File: src/rtl/load_store_unit_pkg.sv
// Shared definitions for the load/store unit: FSM states, access size
// encodings, the unsigned-load flag position and a byte-mask helper.
package load_store_unit_pkg;

    typedef enum logic [2:0] {
        S_IDLE  = 3'd0,
        S_REQ0  = 3'd1,
        S_WAIT0 = 3'd2,
        S_REQ1  = 3'd3,
        S_WAIT1 = 3'd4,
        S_RESP  = 3'd5
    } state_t;

    localparam logic [1:0] SZ_BYTE = 2'b00;
    localparam logic [1:0] SZ_HALF = 2'b01;
    localparam logic [1:0] SZ_WORD = 2'b10;

    // req_size bit that selects zero-extension on loads
    localparam int SZ_UNSIGNED_BIT = 2;

    // Contiguous byte mask for an access, unshifted. Encoding 11 acts as word.
    function automatic logic [3:0] size_mask(input logic [1:0] sz);
        logic [3:0] m;
        case (sz)
            SZ_BYTE: m = 4'b0001;
            SZ_HALF: m = 4'b0011;
            default: m = 4'b1111;
        endcase
        return m;
    endfunction

endpackage

File: src/rtl/load_store_unit_if.sv
// Bundles for the load/store unit.
// lsu_req_if: core request/response (master = core, slave = unit).
// lsu_mem_if: word-aligned memory beats (master = unit, slave = memory).
interface lsu_req_if #(
    parameter int ADDR_W = 32
);
    logic              req_valid;
    logic              req_ready;
    logic              req_we;
    logic [ADDR_W-1:0] req_addr;
    logic [31:0]       req_wdata;
    logic [2:0]        req_size;
    logic              rsp_valid;
    logic [31:0]       rsp_rdata;

    modport master (
        output req_valid, req_we, req_addr, req_wdata, req_size,
        input  req_ready, rsp_valid, rsp_rdata
    );
    modport slave (
        input  req_valid, req_we, req_addr, req_wdata, req_size,
        output req_ready, rsp_valid, rsp_rdata
    );
endinterface

interface lsu_mem_if #(
    parameter int ADDR_W = 32
);
    logic              mem_req;
    logic              mem_gnt;
    logic [ADDR_W-1:0] mem_addr;
    logic              mem_we;
    logic [3:0]        mem_be;
    logic [31:0]       mem_wdata;
    logic              mem_rvalid;
    logic [31:0]       mem_rdata;

    modport master (
        output mem_req, mem_addr, mem_we, mem_be, mem_wdata,
        input  mem_gnt, mem_rvalid, mem_rdata
    );
    modport slave (
        input  mem_req, mem_addr, mem_we, mem_be, mem_wdata,
        output mem_gnt, mem_rvalid, mem_rdata
    );
endinterface

File: src/rtl/load_store_unit_lane_align.sv
// lsu_lane_align: byte-lane steering for one access (combinational).
// Ports: i_off/i_size/i_wdata in; o_be0/o_be1/o_wd0/o_wd1/o_split for beats;
// i_b0/i_b1 beat read words in; o_rdata merged and extended load result.
module lsu_lane_align
    import load_store_unit_pkg::*;
(
    input  logic [1:0]  i_off,
    input  logic [2:0]  i_size,
    input  logic [31:0] i_wdata,
    input  logic [31:0] i_b0,
    input  logic [31:0] i_b1,
    output logic [3:0]  o_be0,
    output logic [3:0]  o_be1,
    output logic [31:0] o_wd0,
    output logic [31:0] o_wd1,
    output logic        o_split,
    output logic [31:0] o_rdata
);
    logic [7:0]  w_be;
    logic [63:0] w_wd;
    logic [63:0] w_rd;
    logic [31:0] w_raw;
    logic        w_sgn;

    // Shift across an 8-lane window: the upper half spills into beat 1.
    assign w_be    = {4'b0000, size_mask(i_size[1:0])} << i_off;
    assign w_wd    = {32'd0, i_wdata} << {i_off, 3'b000};
    assign o_be0   = w_be[3:0];
    assign o_be1   = w_be[7:4];
    assign o_wd0   = w_wd[31:0];
    assign o_wd1   = w_wd[63:32];
    assign o_split = |w_be[7:4];

    // Beat 1 sits above beat 0, so one right shift merges both words.
    assign w_rd  = {i_b1, i_b0} >> {i_off, 3'b000};
    assign w_raw = w_rd[31:0];
    assign w_sgn = ~i_size[SZ_UNSIGNED_BIT];

    always_comb begin
        o_rdata = w_raw;
        case (i_size[1:0])
            SZ_BYTE: o_rdata = {{24{w_sgn & w_raw[7]}}, w_raw[7:0]};
            SZ_HALF: o_rdata = {{16{w_sgn & w_raw[15]}}, w_raw[15:0]};
            default: o_rdata = w_raw;
        endcase
    end
endmodule

File: src/rtl/load_store_unit.sv
// load_store_unit: splits misaligned core accesses into word-aligned beats.
// Ports: clk, rst (async, active-high); core (lsu_req_if.slave);
// mem (lsu_mem_if.master). One beat outstanding at a time.
module load_store_unit
    import load_store_unit_pkg::*;
#(
    parameter int ADDR_W = 32
) (
    input  logic      clk,
    input  logic      rst,
    lsu_req_if.slave  core,
    lsu_mem_if.master mem
);
    state_t            r_state;
    state_t            w_next;
    logic              r_we;
    logic [ADDR_W-1:0] r_addr;
    logic [31:0]       r_wdata;
    logic [2:0]        r_size;
    logic [31:0]       r_b0;
    logic [31:0]       r_b1;

    logic [ADDR_W-1:0] w_base;
    logic [3:0]        w_be0;
    logic [3:0]        w_be1;
    logic [31:0]       w_wd0;
    logic [31:0]       w_wd1;
    logic              w_split;
    logic [31:0]       w_rdata;
    logic              w_accept;

    assign w_base   = {r_addr[ADDR_W-1:2], 2'b00};
    assign w_accept = core.req_valid & (r_state == S_IDLE);

    lsu_lane_align u_align (
        .i_off   (r_addr[1:0]),
        .i_size  (r_size),
        .i_wdata (r_wdata),
        .i_b0    (r_b0),
        .i_b1    (r_b1),
        .o_be0   (w_be0),
        .o_be1   (w_be1),
        .o_wd0   (w_wd0),
        .o_wd1   (w_wd1),
        .o_split (w_split),
        .o_rdata (w_rdata)
    );

    always_ff @(posedge clk or posedge rst) begin
        if (rst) begin
            r_state <= S_IDLE;
            r_we    <= 1'b0;
            r_addr  <= '0;
            r_wdata <= '0;
            r_size  <= '0;
            r_b0    <= '0;
            r_b1    <= '0;
        end else begin
            r_state <= w_next;
            if (w_accept) begin
                r_we    <= core.req_we;
                r_addr  <= core.req_addr;
                r_wdata <= core.req_wdata;
                r_size  <= core.req_size;
            end
            if (r_state == S_WAIT0 && mem.mem_rvalid) begin
                r_b0 <= mem.mem_rdata;
            end
            if (r_state == S_WAIT1 && mem.mem_rvalid) begin
                r_b1 <= mem.mem_rdata;
            end
        end
    end

    always_comb begin
        w_next         = r_state;
        core.req_ready = 1'b0;
        core.rsp_valid = 1'b0;
        core.rsp_rdata = '0;
        mem.mem_req    = 1'b0;
        mem.mem_we     = 1'b0;
        mem.mem_be     = '0;
        mem.mem_addr   = '0;
        mem.mem_wdata  = '0;
        case (r_state)
            S_IDLE: begin
                core.req_ready = 1'b1;
                if (core.req_valid) w_next = S_REQ0;
            end
            S_REQ0: begin
                mem.mem_req   = 1'b1;
                mem.mem_we    = r_we;
                mem.mem_be    = w_be0;
                mem.mem_addr  = w_base;
                mem.mem_wdata = w_wd0;
                if (mem.mem_gnt) w_next = S_WAIT0;
            end
            S_WAIT0: begin
                if (mem.mem_rvalid) w_next = w_split ? S_REQ1 : S_RESP;
            end
            S_REQ1: begin
                mem.mem_req   = 1'b1;
                mem.mem_we    = r_we;
                mem.mem_be    = w_be1;
                mem.mem_addr  = w_base + ADDR_W'(4);
                mem.mem_wdata = w_wd1;
                if (mem.mem_gnt) w_next = S_WAIT1;
            end
            S_WAIT1: begin
                if (mem.mem_rvalid) w_next = S_RESP;
            end
            S_RESP: begin
                core.rsp_valid = 1'b1;
                core.rsp_rdata = r_we ? 32'd0 : w_rdata;
                w_next         = S_IDLE;
            end
            default: w_next = S_IDLE;
        endcase
    end
endmodule

File: src/flat_wrapper.sv
// flat-port wrapper written by rule: the top's interface ports become plain ports
module load_store_unit_flat import load_store_unit_pkg::*;
#(
    parameter int ADDR_W = 32
)
  (clk, rst, core_req_valid, core_req_we, core_req_addr, core_req_wdata, core_req_size, core_req_ready, core_rsp_valid, core_rsp_rdata, mem_mem_req, mem_mem_addr, mem_mem_we, mem_mem_be, mem_mem_wdata, mem_mem_gnt, mem_mem_rvalid, mem_mem_rdata);
  lsu_req_if #(.ADDR_W(ADDR_W)) core_i ();
  lsu_mem_if #(.ADDR_W(ADDR_W)) mem_i ();
  input  logic clk;
  input  logic rst;
  input wire logic [$bits(core_i.req_valid)-1:0] core_req_valid;
  input wire logic [$bits(core_i.req_we)-1:0] core_req_we;
  input wire logic [$bits(core_i.req_addr)-1:0] core_req_addr;
  input wire logic [$bits(core_i.req_wdata)-1:0] core_req_wdata;
  input wire logic [$bits(core_i.req_size)-1:0] core_req_size;
  output wire logic [$bits(core_i.req_ready)-1:0] core_req_ready;
  output wire logic [$bits(core_i.rsp_valid)-1:0] core_rsp_valid;
  output wire logic [$bits(core_i.rsp_rdata)-1:0] core_rsp_rdata;
  output wire logic [$bits(mem_i.mem_req)-1:0] mem_mem_req;
  output wire logic [$bits(mem_i.mem_addr)-1:0] mem_mem_addr;
  output wire logic [$bits(mem_i.mem_we)-1:0] mem_mem_we;
  output wire logic [$bits(mem_i.mem_be)-1:0] mem_mem_be;
  output wire logic [$bits(mem_i.mem_wdata)-1:0] mem_mem_wdata;
  input wire logic [$bits(mem_i.mem_gnt)-1:0] mem_mem_gnt;
  input wire logic [$bits(mem_i.mem_rvalid)-1:0] mem_mem_rvalid;
  input wire logic [$bits(mem_i.mem_rdata)-1:0] mem_mem_rdata;
  assign core_i.req_valid = core_req_valid;
  assign core_i.req_we = core_req_we;
  assign core_i.req_addr = core_req_addr;
  assign core_i.req_wdata = core_req_wdata;
  assign core_i.req_size = core_req_size;
  assign core_req_ready = core_i.req_ready;
  assign core_rsp_valid = core_i.rsp_valid;
  assign core_rsp_rdata = core_i.rsp_rdata;
  assign mem_mem_req = mem_i.mem_req;
  assign mem_mem_addr = mem_i.mem_addr;
  assign mem_mem_we = mem_i.mem_we;
  assign mem_mem_be = mem_i.mem_be;
  assign mem_mem_wdata = mem_i.mem_wdata;
  assign mem_i.mem_gnt = mem_mem_gnt;
  assign mem_i.mem_rvalid = mem_mem_rvalid;
  assign mem_i.mem_rdata = mem_mem_rdata;
  load_store_unit #(.ADDR_W(ADDR_W)) u_core (.clk(clk), .rst(rst), .core(core_i), .mem(mem_i));
endmodule
File: config.mk
export PLATFORM = sky130hd
export DESIGN_NAME = load_store_unit_flat
export DESIGN_NICKNAME = d
export VERILOG_FILES = /design/src/rtl/load_store_unit_pkg.sv /design/src/rtl/load_store_unit_if.sv /design/src/rtl/load_store_unit_lane_align.sv /design/src/rtl/load_store_unit.sv /design/src/flat_wrapper.sv
export SDC_FILE = /design/constraint.sdc
export NUM_CORES = 1
export LEC_CHECK = 0
export ABC_AREA = 1
export BUFFER_PORTS_ARGS = -buffer_cell sky130_fd_sc_hd__buf_4
export CORE_UTILIZATION = 50
export CTS_BUF_LIST = sky130_fd_sc_hd__clkbuf_8
export CTS_CLUSTER_SIZE = 8
export DETAILED_ROUTE_END_ITERATION = 12
export PLACE_DENSITY = 0.9
export SLEW_MARGIN = 20
export SYNTH_ARGS = -nofsm -noshare
export SYNTH_HDL_FRONTEND = slang
export SYNTH_HIERARCHICAL = 1
export SYNTH_SLANG_ARGS = --single-unit
export TNS_END_PERCENT = 10
File: constraint.sdc
create_clock -name clk -period 4.85 [get_ports clk]
set_clock_uncertainty 0.1 [all_clocks]
set_input_delay 0.97 -clock clk [delete_from_list [all_inputs] [get_ports clk]]
set_output_delay 0.97 -clock clk [all_outputs]
set_load 0.05 [all_outputs]
==> impl_metrics.env, run 1 <==
export IMPL_status="completed"
export IMPL_yosys_warnings=6
export IMPL_cts_clk_slew_worst_paths_ns=0.08
export IMPL_final_setup_viol_count=0
export IMPL_gp_congestion=0.906
export IMPL_die_area_mm2=0.0179
export IMPL_root_buffer="clkbuf_8"
export IMPL_hp_class="reg2reg"
export IMPL_post_cts_buffers=0
export IMPL_fmax_mhz=245
export IMPL_routedWlPerCell_um=15.3
export IMPL_firstDrtPassIters=6
export IMPL_avgViaCountPerCell=5.41
export IMPL_irDropWorstVdd_v=0.000475
export IMPL_io_pins=209
export IMPL_gr_total_overflow=0
export IMPL_antenna_found_initial=0
export IMPL_drv_cap=0
export IMPL_power_density_mw_per_mm2=789
export IMPL_grt_max_degree=104
export IMPL_cts_tree="yes"
export IMPL_die_h_um=134
export IMPL_syn_avg_cell_area_um2=7.05
export IMPL_drive_gt1_frac=0.239
export IMPL_relSlewSlack=0.326
export IMPL_port_buffers=206
export IMPL_critPathLaunchType="flip-flop"
export IMPL_cts_sinks=127
export IMPL_core_area_mm2=0.0168
export IMPL_cts_resized=0
export IMPL_drc=0
export IMPL_grt_pass1_wl_mm=39.7
export IMPL_post_route_period_util=0.842
export IMPL_cp_top_family="simple AND/OR/NAND/NOR gates"
export IMPL_syn_inst=1231
export IMPL_dr_first_iter_drc_count=906
export IMPL_rows=47
export IMPL_path_max_fanout=103
export IMPL_area_growth_pct=21.5
export IMPL_p_leak_uw=0.00566
export IMPL_final_nets=1502
export IMPL_fin_tns_setup_ns=0
export IMPL_drv_slew=0
export IMPL_ctsHoldBuffers=0
export IMPL_clk_path_buf_depth=2
export IMPL_num_vias=8808
export IMPL_n_antenna_cell=0
export IMPL_syn_area_mm2=0.00868
export IMPL_numCtsBuffers=17
export IMPL_h_tree_depth=4
export IMPL_critical_path_class="reg2out"
export IMPL_initial_core_util=0.518
export IMPL_grtUsageTotal=0.281
export IMPL_tightestPinTransition_ns=1.01
export IMPL_clk_latency_ns=0.44
export IMPL_fin_util=0.629
export IMPL_hold_viol_final=0
export IMPL_required_ns=3.78
export IMPL_path_buf_inv=3
export IMPL_routed_wl_mm=25.0
export IMPL_place_hpwl_mm=17.7
export IMPL_worstPathCellList="buf_4 -> nand2_1 -> nand3_1 -> nand3_2 -> nand3_1 -> inv_1 -> nor2_1 -> buf_4"
export IMPL_grt_setup_unrepaired="no"
export IMPL_cpMaxStageDelayCell="buf_4"
export IMPL_worst_path_largest_cell_delay_ns=0.72
export IMPL_crit_path_end_kind="output port"
export IMPL_final_antenna_net_count=0
export IMPL_arrival_ns=3.01
export IMPL_dieWidth_um=134
export IMPL_layout_min_cycle_time_ns=4.08
export IMPL_grt_pass1_vias=7986
-- layout make-up --
type | count | area [um^2]
clock buffer | 17 | 234
clock inverter | 15 | 164
fill | 1452 | 6220
inverter | 163 | 617
multi-input combinational | 870 | 4450
sequential | 127 | 3180
tap | 220 | 275
timing repair buffer | 217 | 1630
-- sequential cells by signal (all words and copies together), names as in the netlist --
| register | flops |
|---|---|
| u_core/r_addr | 32 |
| u_core/r_b0 | 32 |
| u_core/r_wdata | 32 |
| u_core/r_b1 | 24 |
| u_core/r_size | 3 |
| u_core/r_state | 3 |
| u_core/r_we | 1 |
-- worst paths after layout --
check,startpoint,to,slack (ns),cells after the start
worst min-delay path,u_core/r_b1[23],u_core/r_b1[23],0.39,2
min in group asynchronous,rst,u_core/r_b0[1],0.58,2
max in group asynchronous,rst,u_core/r_wdata[6],3.26,3
worst max-delay path,u_core/r_addr[0],core_rsp_rdata[18],0.77,8
worst max register to register,u_core/r_state[1],u_core/r_wdata[19],2.22,6
worst min register to register,u_core/r_b1[23],u_core/r_b1[23],0.39,2
-- per-layer routing --
metal / vias to the layer above / global-route usage / wire length (um)
li1: 4222 / - / -
met5: - / 0 / 0
met1: 4067 / 0.380 / 10300
met4: 0 / 0.0922 / 524
met2: 473 / 0.457 / 12000
met3: 46 / 0.0476 / 2160
-- layout by cell type, fill, tap and decap left out, types with 10 or more instances in the layout --
cell type	count
nor2_1	166
o22ai_1	11
nand3_1	56
nand2_1	325
conb_1	11
a21oi_2	10
buf_4	217
inv_1	157
dfrtp_1	126
a22o_1	37
mux2_4	15
a21oi_1	37
o21ai_0	114
mux2_2	36
clkbuf_8	17
-- power by group --
| group | internal (uW) | switching, uW |
|---|---|---|
| Clock | 463 | 460 |
| Combinational | 1760 | 3570 |
| Sequential | 1580 | 490 |
-- worst register-to-register path, cell delays in order (launching register included) --
cell	delay (ns)
dfrtp_1	0.75
nor2_4	0.07
nand2_1	0.11
inv_2	0.06
nand2_4	0.73
buf_4	0.35
mux2_2	0.36
-- per-stage QoR --
stage | power, uW | hold WS (ns) | instance area [um^2] | instances | setup WS [ns]
2_1_floorplan | 6050 | 0.353 | 8710 | 1240 | 0.396
3_3_place_gp | 7190 | 0.367 | 10100 | 1597 | 1.43
3_5_place_dp | 7310 | 0.374 | 10100 | 1597 | 1.28
4_1_cts | 8260 | 0.394 | 10500 | 1629 | 0.766
5_1_grt | 8890 | 0.418 | 10500 | 1629 | 0.573
6_report | 8320 | 0.394 | 10500 | 1629 | 0.768
Note: power is estimated with default switching activity, not from simulation.
==> run 2, diff against run 1 <==
Clock period 4.85 ns to 3.68 ns, I/O delays scaled along.
==> run 2 against run 1 <==
  * Register-to-register slack got worse by 0.96 ns
  * Worst setup slack got worse by 0.54 ns
  * Critical path type unchanged
  * Global-route usage is essentially flat
  * Cell count increased by 0.37%
  * Wire length hardly changed
  * Critical path depth fell by 4
  * Via count fell by 0.27%
  * Highest routed layer unchanged
  * Total power grew 32%
  * Clock-buffer cell count is the same
  * First-iteration DRC count grew 3.3%
  * Die area did not move
==> impl_metrics.env, run 2 (synthesis gave the netlist of run 1 again) <==
export IMPL_final_antenna_net_count=0
export IMPL_hold_viol_final=0
export IMPL_dieWidth_um=134
export IMPL_grt_pass1_vias=8146
export IMPL_grtUsageTotal=0.281
export IMPL_post_route_period_util=0.939
export IMPL_grt_busiest_layer="met2"
export IMPL_crit_path_end_kind="output port"
export IMPL_rows=47
export IMPL_io_pins=209
export IMPL_die_h_um=134
export IMPL_h_tree_depth=4
export IMPL_gr_total_overflow=0
export IMPL_fmax_mhz=289
export IMPL_initial_core_util=0.518
export IMPL_clk_latency_ns=0.44
export IMPL_rr_worst_depth=5
export IMPL_cts_tree="yes"
export IMPL_grt_setup_unrepaired="no"
export IMPL_die_area_mm2=0.0179
export IMPL_r2r_start="u_core/r_state[1]"
export IMPL_routedWlPerCell_um=15.3
export IMPL_ctsHoldBuffers=0
export IMPL_path_max_fanout=41
export IMPL_numCtsBuffers=17
export IMPL_grtUsageMet2=0.459
export IMPL_n_antenna_cell=0
export IMPL_fin_area_mm2=0.0106
export IMPL_core_area_mm2=0.0168
export IMPL_final_nets=1508
export IMPL_grt_max_degree=77
export IMPL_grtUsageMet1=0.371
export IMPL_timing_rr_end="u_core/r_addr[20]"
export IMPL_firstDrtPassIters=7
export IMPL_grtUsageMet3=0.0510
export IMPL_routed_wl_mm=25.0
export IMPL_fill_cells=1473
export IMPL_irDropWorstVdd_v=0.000676
export IMPL_hp_class="in2async"
export IMPL_drv_cap=0
export IMPL_relSlewSlack=0.283
export IMPL_layout_min_cycle_time_ns=3.46
export IMPL_layout_commonest_cell="nand2_1"
export IMPL_cts_clk_slew_worst_paths_ns=0.08
export IMPL_antenna_found_initial=0
export IMPL_power_density_mw_per_mm2=1040
export IMPL_critPathLaunchType="flip-flop"
export IMPL_reg_largest_list="u_core/r_addr x32, u_core/r_b0 x32, u_core/r_wdata x32"
export IMPL_critical_path_class="reg2out"
export IMPL_dr_first_iter_drc_count=936
export IMPL_root_buffer="clkbuf_8"
export IMPL_drive_gt1_frac=0.242
export IMPL_tightestPinTransition_ns=1.08
export IMPL_p_leak_uw=0.00569
export IMPL_grt_pass1_wl_mm=39.8
export IMPL_final_cell_mix="nand2_1, buf_4, nor2_1"
export IMPL_num_vias=8784
export IMPL_avgViaCountPerCell=5.37
export IMPL_place_hpwl_mm=17.9
export IMPL_status="completed"
export IMPL_cts_sinks=127
export IMPL_port_buffers=206
export IMPL_fin_tns_setup_ns=0
export IMPL_required_ns=2.84
export IMPL_rrSetupSlack_ns=1.26
export IMPL_drv_slew=0
export IMPL_area_growth_pct=22.3
export IMPL_post_cts_buffers=0
export IMPL_final_setup_viol_count=0
export IMPL_arrival_ns=2.62
export IMPL_place_area_mm2=0.0102
export IMPL_whs_ns=0.272
export IMPL_clk_path_buf_depth=2
export IMPL_gp_congestion=0.947
export IMPL_drc=0
[run 2: changes by cell type in the layout (fill, tap and decap cells not counted), sizes merged]
cell and change:
clkinvlp -1, bufinv -1, inv +5, clkinv -3, buf +6
[run 2: repair_timing]
item / 4_1_cts / 5_1_grt
endpoints found under the setup margin: 0 / 24
endpoints found under the hold margin: 0 / 0
resized for setup: 0 / 2
[run 2: through the flow]
step / setup WS (ns) / util / instances / total power [uW]
2_1_floorplan: 0.0422 / - / 1240 / 7970
3_3_place_gp: 0.714 / 0.609 / 1603 / 9520
3_5_place_dp: 0.569 / 0.609 / 1603 / 9660
4_1_cts: 0.0650 / 0.632 / 1635 / 10900
5_1_grt: 0.0565 / 0.633 / 1635 / 11700
6_report: 0.225 / 0.633 / 1635 / 11000
[run 2: report_power, final]
group	total [uW]	leakage [uW]	internal, uW	switching [uW]
Clock	1210	0.000193	558	648
Combinational	7010	0.00397	2360	4640
Sequential	2770	0.00153	2080	693
[run 2: cell type report]
class	instances	area (um^2)	share of cell area
Multi-Input combinational cell	870	4450	0.420
Tap cell	220	275	0.0260
Clock buffer	17	234	0.0221
Clock inverter	15	151	0.0143
Inverter	163	616	0.0580
Sequential cell	127	3180	0.300
Timing Repair Buffer	223	1700	0.160
[run 2: metal layers]
metal,part of all wire,up-vias
met3,0.088,49
met5,0,-
met2,0.48,465
met4,0.029,0
li1,-,4233
met1,0.40,4037
[run 2: worst max-delay path by stage]
| stage | startpoint | to | slack, ns | cells after the start |
|---|---|---|---|---|
| global placement | u_core/r_addr[0] | core_rsp_rdata[24] | 0.71 | 8 |
| global route | u_core/r_state[1] | mem_mem_addr[11] | 0.06 | 5 |
| floorplan | u_core/r_state[1] | core_rsp_rdata[10] | 0.04 | 5 |
| CTS | u_core/r_addr[0] | core_rsp_rdata[18] | 0.06 | 8 |
| detailed placement | u_core/r_addr[0] | core_rsp_rdata[30] | 0.57 | 8 |
| finish | u_core/r_state[1] | mem_mem_be[0] | 0.22 | 4 |
[run 2: critical path: stages (launching register included)]
cell and delay, ns:
dfrtp_1 0.74, nand2_1 0.28, inv_2 0.61, a22o_1 0.32, buf_4 0.22
==> run 3, diff against run 2 <==
Settings changed: CAP_MARGIN set to 20, PLACE_DENSITY 0.9 to 0.87.
Clock period 3.68 ns to 4.5 ns, I/O delays scaled along.
==> run 3 against run 2 <==
  * Worst hold slack gained 0.12 ns
  * Utilization is essentially flat
  * Sequential share of layout area is essentially flat
  * Sequential cell count is the same
  * Non-clock buffer count shrank 4
  * First-iteration DRC count shrank 2.6%
  * Wire length grew 2.0%
  * Worst setup slack gained 0.42 ns
  * Global-route usage grew 0.17 points
  * Critical path depth grew 4
  * Cell area is essentially flat
  * Sequential power shrank 18%
  * Largest cell class unchanged
  * Largest power group unchanged
==> impl_metrics.env, run 3 (synthesis gave the netlist of run 1 again) <==
export IMPL_status="completed"
export IMPL_irDropWorstVdd_v=0.000608
export IMPL_dr_first_iter_drc_count=912
export IMPL_routed_wl_mm=25.5
export IMPL_cpMaxStageDelayCell="dfrtp_2"
export IMPL_instances_no_fill=1631
export IMPL_cts_resized=0
export IMPL_path_max_fanout=25
export IMPL_power_density_mw_per_mm2=860
export IMPL_cts_tree="yes"
export IMPL_final_setup_viol_count=0
export IMPL_h_tree_depth=4
export IMPL_final_antenna_net_count=0
export IMPL_ctsHoldBuffers=0
export IMPL_port_buffers=206
export IMPL_fmax_mhz=260
export IMPL_drv_slew=0
export IMPL_final_nets=1504
export IMPL_fin_util=0.633
export IMPL_cts_sinks=127
export IMPL_crit_path_start="u_core/r_addr[0]"
export IMPL_die_area_mm2=0.0179
export IMPL_placedCellCount=1599
export IMPL_r2r_start="u_core/r_state[1]"
export IMPL_avgViaCountPerCell=5.45
export IMPL_layout_min_cycle_time_ns=3.85
export IMPL_firstDrtPassIters=6
export IMPL_drc=0
export IMPL_grt_pass1_vias=8025
export IMPL_grtUsageTotal=0.283
export IMPL_clk_path_buf_depth=2
export IMPL_grt_max_degree=66
export IMPL_relSlewSlack=0.441
export IMPL_worstPathCellList="inv_2 -> nand2_1 -> nand3_1 -> nand3_2 -> o21ai_0 -> inv_1 -> nor2_1 -> buf_4"
export IMPL_hp_class="reg2reg"
export IMPL_final_cell_mix="nand2_1, buf_4, nor2_1"
export IMPL_place_area_mm2=0.0102
export IMPL_worst_path_largest_cell_delay_ns=0.55
export IMPL_gp_congestion=0.955
export IMPL_drive_gt1_frac=0.240
export IMPL_io_pins=209
export IMPL_grt_setup_unrepaired="no"
export IMPL_fin_tns_setup_ns=0
export IMPL_drv_cap=0
export IMPL_rows=47
export IMPL_hold_depth=2
export IMPL_core_area_mm2=0.0168
export IMPL_place_ws_ns=1.18
export IMPL_grt_pass1_wl_mm=39.9
export IMPL_crit_path_end_kind="output port"
export IMPL_routedWlPerCell_um=15.6
export IMPL_required_ns=3.50
export IMPL_tightestPinTransition_ns=0.838
export IMPL_hold_viol_final=0
export IMPL_layout_commonest_cell="nand2_1"
export IMPL_critical_path_class="reg2out"
export IMPL_rr_worst_depth=6
export IMPL_root_buffer="clkbuf_8"
export IMPL_num_vias=8891
export IMPL_p_leak_uw=0.00570
export IMPL_gr_total_overflow=0
export IMPL_die_h_um=134
export IMPL_layout_setup_ws_ns=0.649
export IMPL_numCtsBuffers=17
export IMPL_post_route_period_util=0.856
export IMPL_dieWidth_um=134
export IMPL_min_from="u_core/r_b1[9]"
export IMPL_post_cts_buffers=0
export IMPL_cts_clk_slew_worst_paths_ns=0.08
export IMPL_antenna_found_initial=0
export IMPL_n_antenna_cell=0
export IMPL_initial_core_util=0.518
export IMPL_arrival_ns=2.85
export IMPL_critPathLaunchType="flip-flop"
export IMPL_fin_area_mm2=0.0106
export IMPL_reg_largest_list="u_core/r_addr x32, u_core/r_b0 x32, u_core/r_wdata x32"
export IMPL_place_hpwl_mm=18.2
export IMPL_area_growth_pct=22.3
export IMPL_clk_latency_ns=0.44
run 3: final cells by class:
class                   count  area [um^2]
fillers                  1463         6150
multi-input cells         870         4450
flip-flops and latches    127         3180
repair buffers            219         1660
inverters                 163          614
well taps                 220          275
clock buffers              17          234
clock inverters            15          209
run 3: final timing paths:
path	endpoint	slack, ns
setup / recovery	core_rsp_rdata[10]	0.65
hold / removal	u_core/r_b1[9]	0.39
setup reg to reg	u_core/r_wdata[19]	1.95
hold reg to reg	u_core/r_b1[9]	0.39
max in group asynchronous	u_core/r_addr[9]	2.96
min in group asynchronous	u_core/r_b1[1]	0.52
run 3: critical path, delay by kind of cell, from the launching register on:
kind	cells	cell delay, ns
AO/OA/AOI/OAI	1	0.32
buffers and inverters	3	0.66
flip-flops	1	0.55
AND/OR/NAND/NOR	4	0.87
run 3: per-layer routing:
layer	GRT usage	share of wire
met2	0.452	0.47
met1	0.372	0.40
met3	0.0582	0.11
met4	0.116	0.029
met5	0	0
run 3: stage by stage:
stage | hold slack [ns] | total power, uW
after global routing | 0.410 | 9700
final | 0.391 | 9130
after floorplan | 0.353 | 6520
after global placement | 0.367 | 7790
after CTS | 0.392 | 9050
after detailed placement | 0.373 | 7900
run 3: power by group:
part           internal [uW]  switching (uW)  leakage (uW)
registers               1700             567       0.00153
logic                   1910            3840       0.00396
clock network            613             504      0.000214
